===== config.mk =====
export PLATFORM = sky130hd
export DESIGN_NAME = regfile_storage_array
export DESIGN_NICKNAME = d
export VERILOG_FILES = /design/src/rtl/regfile_pkg.sv /design/src/rtl/regfile_clear_sequencer.sv /design/src/rtl/regfile_storage_array.sv
export SDC_FILE = /design/constraint.sdc
export NUM_CORES = 2
export LEC_CHECK = 0
export CORE_MARGIN = 3
export CORE_UTILIZATION = 55
export DETAILED_ROUTE_END_ITERATION = 16
export PLACE_DENSITY_LB_ADDON = 0.12
export SETUP_SLACK_MARGIN = 0.1
export SYNTH_ARGS = -nofsm -noshare
export SYNTH_HDL_FRONTEND = slang
export SYNTH_SLANG_ARGS = --single-unit

===== constraint.sdc =====
create_clock -name clk -period 4.4 [get_ports clk]
set_clock_uncertainty 0.15 [all_clocks]
set_input_delay 0.88 -clock clk [delete_from_list [all_inputs] [get_ports clk]]
set_output_delay 0.88 -clock clk [all_outputs]
set_load 0.02 [all_outputs]

===== src/rtl/regfile_pkg.sv =====
// rtl/regfile_pkg.sv - shared sizing defaults and clear-sequencer state type for the register file
package regfile_pkg;
    localparam int DATA_WIDTH_DEFAULT = 32;
    localparam int ADDR_WIDTH_DEFAULT = 5;
    localparam int DEPTH              = 2 ** ADDR_WIDTH_DEFAULT;

    typedef enum logic {
        CLEAR = 1'b0,
        READY = 1'b1
    } regfileClearState_t;
endpackage


===== src/rtl/regfile_clear_sequencer.sv =====
// rtl/regfile_clear_sequencer.sv - post-reset zero-fill walker over entries 1..DEPTH-1
module regfile_clear_sequencer
    import regfile_pkg::*;
#(
    parameter int ADDR_WIDTH = ADDR_WIDTH_DEFAULT
) (
    input  logic                  clk,
    input  logic                  reset,
    output logic                  clearActive,
    output logic [ADDR_WIDTH-1:0] clearIndex
);
    localparam logic [ADDR_WIDTH-1:0] LAST_INDEX = ADDR_WIDTH'((1 << ADDR_WIDTH) - 1);

    regfileClearState_t    r_state;
    logic                  r_clearActive;
    logic [ADDR_WIDTH-1:0] r_index;

    // Entry 0 is hard-wired, so the walk starts at 1 and stops on the last entry without wrapping.
    always_ff @(posedge clk or posedge reset) begin
        if (reset) begin
            r_state       <= CLEAR;
            r_clearActive <= 1'b1;
            r_index       <= ADDR_WIDTH'(1);
        end else begin
            case (r_state)
                CLEAR: begin
                    if (r_index == LAST_INDEX) begin
                        r_state       <= READY;
                        r_clearActive <= 1'b0;
                    end else begin
                        r_index <= r_index + ADDR_WIDTH'(1);
                    end
                end
                READY: begin
                    r_state       <= READY;
                    r_clearActive <= 1'b0;
                end
                default: r_state <= CLEAR;
            endcase
        end
    end

    assign clearActive = r_clearActive;
    assign clearIndex  = r_index;
endmodule


===== src/rtl/regfile_storage_array.sv =====
// rtl/regfile_storage_array.sv - 2W2R register file built from two 1W banks plus a live-value table
module regfile_storage_array
    import regfile_pkg::*;
#(
    parameter int DATA_WIDTH = DATA_WIDTH_DEFAULT,
    parameter int ADDR_WIDTH = ADDR_WIDTH_DEFAULT
) (
    input  logic                  clk,
    input  logic                  reset,
    input  logic                  writeEnableAReg,
    input  logic                  writeEnableBReg,
    input  logic [ADDR_WIDTH-1:0] writeAddressAReg,
    input  logic [ADDR_WIDTH-1:0] writeAddressBReg,
    input  logic [ADDR_WIDTH-1:0] readAddressAReg,
    input  logic [ADDR_WIDTH-1:0] readAddressBReg,
    input  logic [DATA_WIDTH-1:0] writeDataA,
    input  logic [DATA_WIDTH-1:0] writeDataB,
    output logic [DATA_WIDTH-1:0] readDataA,
    output logic [DATA_WIDTH-1:0] readDataB,
    output logic                  clearBusy
);
    localparam int BANK_DEPTH = 1 << ADDR_WIDTH;

    logic [DATA_WIDTH-1:0] r_bankA [BANK_DEPTH];
    logic [DATA_WIDTH-1:0] r_bankB [BANK_DEPTH];
    logic                  r_lvt   [BANK_DEPTH];
    logic [DATA_WIDTH-1:0] r_readDataA;
    logic [DATA_WIDTH-1:0] r_readDataB;

    logic                  w_clearActive;
    logic [ADDR_WIDTH-1:0] w_clearIndex;
    logic                  w_effA;
    logic                  w_effB;
    logic                  w_bankAWe;
    logic [ADDR_WIDTH-1:0] w_bankAAddr;
    logic [DATA_WIDTH-1:0] w_bankAData;
    logic [DATA_WIDTH-1:0] w_nextA;
    logic [DATA_WIDTH-1:0] w_nextB;

    regfile_clear_sequencer #(
        .ADDR_WIDTH (ADDR_WIDTH)
    ) u_clear_sequencer (
        .clk         (clk),
        .reset       (reset),
        .clearActive (w_clearActive),
        .clearIndex  (w_clearIndex)
    );

    assign w_effA = writeEnableAReg && (writeAddressAReg != '0) && !w_clearActive;
    assign w_effB = writeEnableBReg && (writeAddressBReg != '0) && !w_clearActive;

    // The zero fill borrows bank A's write port; the LVT entry is pointed back at bank A too.
    assign w_bankAWe   = w_clearActive || w_effA;
    assign w_bankAAddr = w_clearActive ? w_clearIndex : writeAddressAReg;
    assign w_bankAData = w_clearActive ? '0 : writeDataA;

    // LVT update for B comes last so B wins when both ports hit one address.
    always_ff @(posedge clk) begin
        if (w_bankAWe) begin
            r_bankA[w_bankAAddr] <= w_bankAData;
            r_lvt[w_bankAAddr]   <= 1'b0;
        end
        if (w_effB) begin
            r_bankB[writeAddressBReg] <= writeDataB;
            r_lvt[writeAddressBReg]   <= 1'b1;
        end
    end

    always_comb begin
        w_nextA = r_lvt[readAddressAReg] ? r_bankB[readAddressAReg] : r_bankA[readAddressAReg];
        if (w_effA && (writeAddressAReg == readAddressAReg)) w_nextA = writeDataA;
        if (w_effB && (writeAddressBReg == readAddressAReg)) w_nextA = writeDataB;
        if (w_clearActive || (readAddressAReg == '0)) w_nextA = '0;
    end

    always_comb begin
        w_nextB = r_lvt[readAddressBReg] ? r_bankB[readAddressBReg] : r_bankA[readAddressBReg];
        if (w_effA && (writeAddressAReg == readAddressBReg)) w_nextB = writeDataA;
        if (w_effB && (writeAddressBReg == readAddressBReg)) w_nextB = writeDataB;
        if (w_clearActive || (readAddressBReg == '0)) w_nextB = '0;
    end

    always_ff @(posedge clk or posedge reset) begin
        if (reset) begin
            r_readDataA <= '0;
            r_readDataB <= '0;
        end else begin
            r_readDataA <= w_nextA;
            r_readDataB <= w_nextB;
        end
    end

    assign readDataA = r_readDataA;
    assign readDataB = r_readDataB;
    assign clearBusy = w_clearActive;
endmodule


Word level (Yosys, flattened, before mapping)

Memory sizes are Yosys's and may differ from the RTL's.
Index checks and enable logic that the tools add are counted.

Reductions and logical operators: 17
Muxes and demuxes: 18
$add $sub $neg: 1
Equality and inequality tests: 6
Magnitude comparators: 0
Bitwise gates (word level): 2
$mul: 0
Shift operators: 0
Div/mod/pow operators: 0

Operator list:

| operator                                                        | number |
|---|---|
| 32-bit two-way mux                                              | 9 |
| 5-bit == test                                                   | 4 |
| 5-bit zero test                                                 | 2 |
| 5-bit nonzero test                                              | 2 |
| 1-bit logical AND                                               | 8 |
| 1-bit two-way mux                                               | 6 |
| 5-bit by 1-bit adder with 5-bit output, second input constant   | 1 |
| 5-bit == test, second input constant                            | 1 |
| 5-bit two-way mux                                               | 1 |
| 1-bit case mux with 2 select lines                              | 2 |
| 1-bit logical OR                                                | 3 |
| 2-bit by 1-bit != test with 1-bit output, second input constant | 1 |
| 1-bit inverter                                                  | 2 |
| 2-bit AND reduction                                             | 1 |
| 1-bit zero test                                                 | 1 |

Memories kept: 3
Bits of input ports: 88
Memory bits (writable): 2,080
Logic and storage cells: 52
Flip-flop bits (word level): 71
Bits in read-only memories: 0
Latch bits: 0
Output and inout bits: 65

Memory list:

| memory  | words | bits a word | read ports | clocked after Yosys merged registers in | wr ports | line                        | RTL |
|---|---|---|---|---|---|---|---|
| r_bankA | 32    | 32          | 2          | 0                                       | 1        | regfile_storage_array.sv:24 | `logic [DATA_WIDTH-1:0] r_bankA [BANK_DEPTH];` |
| r_bankB | 32    | 32          | 2          | 0                                       | 1        | regfile_storage_array.sv:25 | `logic [DATA_WIDTH-1:0] r_bankB [BANK_DEPTH];` |
| r_lvt   | 32    | 1           | 2          | 0                                       | 2        | regfile_storage_array.sv:26 | `logic r_lvt [BANK_DEPTH];` |

Longest topological paths before layout

Depth after elaboration: 7
Mapped depth: 13

Hierarchy

A second synthesis with hierarchy kept.

Cells, all modules: 5,719
Area, all modules: 100,447.6 µm²

By module, submodules not included:

| module                  | cells an instance | area each (µm²) | instances | seq. area each (µm²) |
|---|---|---|---|---|
| regfile_storage_array   | 5,698             | 100,147.3       | 1         | 63,741.1 |
| regfile_clear_sequencer | 21                | 300.3           | 1         | 177.7 |

Worst setup path after synthesis

Ideal clock, no wire load.

Path type: input to register
Start point: in writeAddressAReg[0]
End point: mem r_bankA[17][0] (netlist name), enable pin
Setup time: 0.421 ns
Path buffers: 2
Slack: 0.518 ns
Arrival time: 3.311 ns
Required time: 3.829 ns
Cell stages on the path: 6
Cells stage by stage: clkbuf_1 inv_1 o32a_1 nand2b_1 clkbuf_1 nor2_1

Longest elaborated chain between the ends: 6

RTL lines:

| element                                 | line                        | RTL |
|---|---|---|
| from (decl)                             | regfile_storage_array.sv:12 | `input logic [ADDR_WIDTH-1:0] writeAddressAReg,` |
| 5-bit nonzero test                      | regfile_storage_array.sv:49 | `assign w_effA = writeEnableAReg && (writeAddressAReg != '0) && !w_clearActive;` |
| 1-bit logical AND (2 in series)         | regfile_storage_array.sv:49 |  |
| 1-bit logical OR                        | regfile_storage_array.sv:53 | `assign w_bankAWe = w_clearActive \|\| w_effA;` |
| 1-bit two-way mux                       | regfile_storage_array.sv:59 | `if (w_bankAWe) begin` |
| 1-bit two-way mux (implied by the code) | regfile_storage_array.sv:60 | `r_bankA[w_bankAAddr] <= w_bankAData;` |
| to (decl)                               | regfile_storage_array.sv:24 |  |

Several ways; a longest one is shown, not always the timed one.

Worst setup path in the final report

Start point: reg u_clear_sequencer.r_clearActive (netlist: u_clear_sequencer.clearActive)
End point: out clearBusy

RTL lines:

| element                | line                          | RTL |
|---|---|---|
| from (decl)            | regfile_clear_sequencer.sv:15 | `logic r_clearActive;` |
| from (signal assigned) | regfile_clear_sequencer.sv:22 | `r_clearActive <= 1'b1;` |
| from (signal assigned) | regfile_clear_sequencer.sv:29 | `r_clearActive <= 1'b0;` |
| from (signal assigned) | regfile_clear_sequencer.sv:36 | `r_clearActive <= 1'b0;` |
| to (decl)              | regfile_storage_array.sv:20   | `output logic clearBusy` |

No word-level cell between the ends.

==> impl_metrics.py <==
metrics = {
    "place": {
        "gp_congestion": 0.963,
        "io_buffers": 152,
        "post-dp-hpwl_mm": 228,
    },
    "critical_path": {
        "path_class": "reg2out",
        "slowest_delay_ns": 1.00,
        "endpoint_kind": "output pin",
        "cp_data_arrival_time_ns": 2.62,
        "required_ns": 3.37,
        "worst_setup_path_start_kind": "register",
        "worstPathCellList": "clkdlybuf4s50_1",
        "cp_top_family": "flip-flops",
        "cpMaxStageDelayCell": "dfstp_4",
        "cp_max_fo": 39,
        "crit_buf_inv": 1,
    },
    "sta": {
        "timing.final.hold_violations": 0,
        "grt_setup_unrepaired": "false",
        "min_period_ns": 3.65,
        "relSlewSlack": -0.0536,
        "fin_hold_ws_ns": 0.325,
        "fmax_mhz": 274,
        "tightest_slew_ns": 1.57,
        "slew_violations": 2,
        "setup_viol_count_final": 0,
        "timing.final.crit_share": 0.829,
    },
    "power": {
        "seqPwrFrac": 0.494,
        "power_per_cell_area_nw_per_um2": 408,
        "power_w": 0.0470,
        "intPower_w": 0.0355,
        "ir_drop_v": 0.000384,
        "leakagePower_nw": 38.6,
        "netSwitchingFraction": 0.244,
        "power_frac_clock": 0.397,
        "power_switching_w": 0.0115,
        "power.share.combinational": 0.109,
    },
    "cts": {
        "postCtsSetupBuffers": 0,
        "cts_made_buffers": 220,
        "cts_root_buf": "clkbuf_16",
        "clock-sinks": 2151,
        "cts_max_path_buffers": 3,
        "clk_latency_ns": 0.86,
        "hold_buffers": 0,
        "cts_resized": 0,
        "clk_pin_slew_ns": 0.06,
        "cts_tree": "yes",
        "htreeDepth": 4,
    },
    "global_routing": {
        "grt_pass1_vias": 64600,
        "grt_usage": 0.390,
        "grt_pass1_wl_mm": 503,
        "antenna_found_initial": 12,
        "grt_max_degree": 85,
        "grt_overflow": 0,
    },
    "detailed_routing": {
        "ant_nets": 0,
        "wl_per_cell_um": 41.6,
        "drt_iter0_markers": 11400,
        "viasPerCell": 7.55,
        "drc": 0,
        "vias": 66400,
        "drt_wl_total_mm": 366,
        "drt_pass1_iterations": 8,
    },
    "yosys": {
        "synthesis.area_um2": 101000,
        "ys_warn_count": 0,
        "synth.distinct_cells": 88,
        "synth_common_cells": "2048 x edfxtp_1, 775 x mux2i_1, 672 x mux4_2, 417 x a22oi_1, 170 x buf_2",
        "synth_top_area_cell": "edfxtp_1",
        "synth_top_area_share": 0.611,
        "syn_avg_cell_area_um2": 17.2,
        "synth_edf_count": 2048,
        "yosys-top-cells-area": "edfxtp_1 61%, mux4_2 15%, mux2i_1 7.7%, a22oi_1 3.1%, dfrtp_1 1.7%",
        "ys.flop_type": "edfxtp_1",
        "synth-async-reset-ratio": 0.0330,
        "ys_seq_elements": 2151,
        "seq_area_frac_synth": 0.636,
        "yosysMostFrequentCell": "edfxtp_1",
        "syn_inst": 5835,
    },
    "worst_hold_path": {
        "hold_path.class": "reg2reg",
    },
    "final_layout": {
        "fin_nets": 6323,
        "area_growth_pct": 14.5,
        "final_util": 0.635,
        "drive_gt1_frac": 0.250,
    },
    "flow_run": {
        "drv_cap": 1,
    },
    "floorplan": {
        "die_h_um": 434,
        "dieArea_um2": 188000,
        "die_w_um": 434,
        "initial_core_util": 0.555,
        "pin_count": 153,
        "num_rows": 156,
        "core_um2": 181000,
    },
    "run_status": {
        "violations": "capacitance limit, slew limit",
        "status": "finished, violations left",
    },
}
==> final cells by class <==
type,instances,area (um^2)
Fill cell,12600,66100
Sequential cell,2151,63900
Multi-Input combinational cell,3232,34800
Timing Repair Buffer,608,6290
Clock buffer,287,6020
Tap cell,2370,2970
Clock inverter,120,1120
Inverter,20,77.6
Antenna cell,10,25.0
==> flip-flops by register name, indices dropped and copies added, names as in the netlist <==
name / cells
u_clear_sequencer.clearActive: 1
r_lvt: 32
r_bankB: 1024
r_bankA: 1024
u_clear_sequencer.r_state: 1
readDataB: 32
readDataA: 32
u_clear_sequencer.clearIndex: 5
==> worst min-delay path: cells and delay by family, from the launching register on <==
family / cells / cell delay [ns]
AOI/OAI and AO/OA: 1 / 0.05
DFF: 1 / 0.33
buffers and inverters: 1 / 0.05
==> kinds of logic (layout without fill, tap and decap cells) <==
kind of cell,after synthesis,in the layout,synth area share
flops,2151,2151,0.636
mux,1487,1487,0.232
compound gates,980,980,0.0677
simple gates,708,708,0.0357
buf+inv,483,1035,0.0266
xor+xnor,23,23,0.00200
fa+ha+maj,2,2,0.000249
other cells,1,42,0.0000373
==> power by group through the flow <==
| stage | logic, W | registers [W] | clock network (W) |
|---|---|---|---|
| floorplan | 0.00261 | 0.0235 | 0 |
| global placement | 0.00496 | 0.0236 | 0 |
| detailed placement | 0.00501 | 0.0236 | 0 |
| CTS | 0.00502 | 0.0232 | 0.0188 |
| global route | 0.00527 | 0.0232 | 0.0196 |
| finish | 0.00514 | 0.0232 | 0.0187 |
==> path summary, 6_finish.rpt <==
kind | cells after the start | slack (ns) | from | end
min reg2reg | 2 | 0.33 | r_lvt[31] | r_lvt[31]
max reg2reg | 4 | 0.96 | u_clear_sequencer.clearActive | r_bankA[16][16]
min in group asynchronous | 2 | 0.40 | reset | u_clear_sequencer.clearIndex[3]
min | 2 | 0.33 | r_lvt[31] | r_lvt[31]
max in group asynchronous | 3 | 2.95 | reset | readDataA[2]
max | 1 | 0.75 | u_clear_sequencer.clearActive | clearBusy
==> cells in the final DEF, fill, tap and decap left out, types with 20 or more instances in the layout <==
cell type	n
a211oi_1	27
a21oi_1	95
a221oi_1	45
a22o_1	34
a22oi_1	417
a31oi_1	20
buf_12	106
buf_4	353
bufinv_16	21
clkbuf_1	50
clkbuf_16	228
clkdlybuf4s50_1	142
clkinv_1	47
clkinv_2	42
conb_1	32
dfrtp_1	69
dfxtp_1	32
edfxtp_1	2048
mux2_2	30
mux2i_1	775
mux4_2	672
nand2_1	136
nand3_1	166
nand4_1	54
nor2_1	51
nor2_4	75
nor2b_1	36
nor3_1	49
nor4_1	20
o21ai_0	106
o21ai_1	40
o22ai_1	95
==> routing by layer <==
layer	global-route usage	wire length [um]
met1	0.523	127000
met2	0.555	157000
met3	0.118	53400
met4	0.257	29300
met5	0	14
==> stage by stage <==
stage               TNS [ns]  area (um^2)  instances  worst slack (ns)
finish                     0       115000       8798             0.754
global route               0       115000       8792             0.736
CTS                        0       115000       8788             0.740
detailed placement   -0.0663       108000       8381           -0.0663
global placement     -0.0285       108000       8381           -0.0285
floorplan                  0       101000       5866             0.518
No activity file was read; power rests on OpenSTA's default activity.
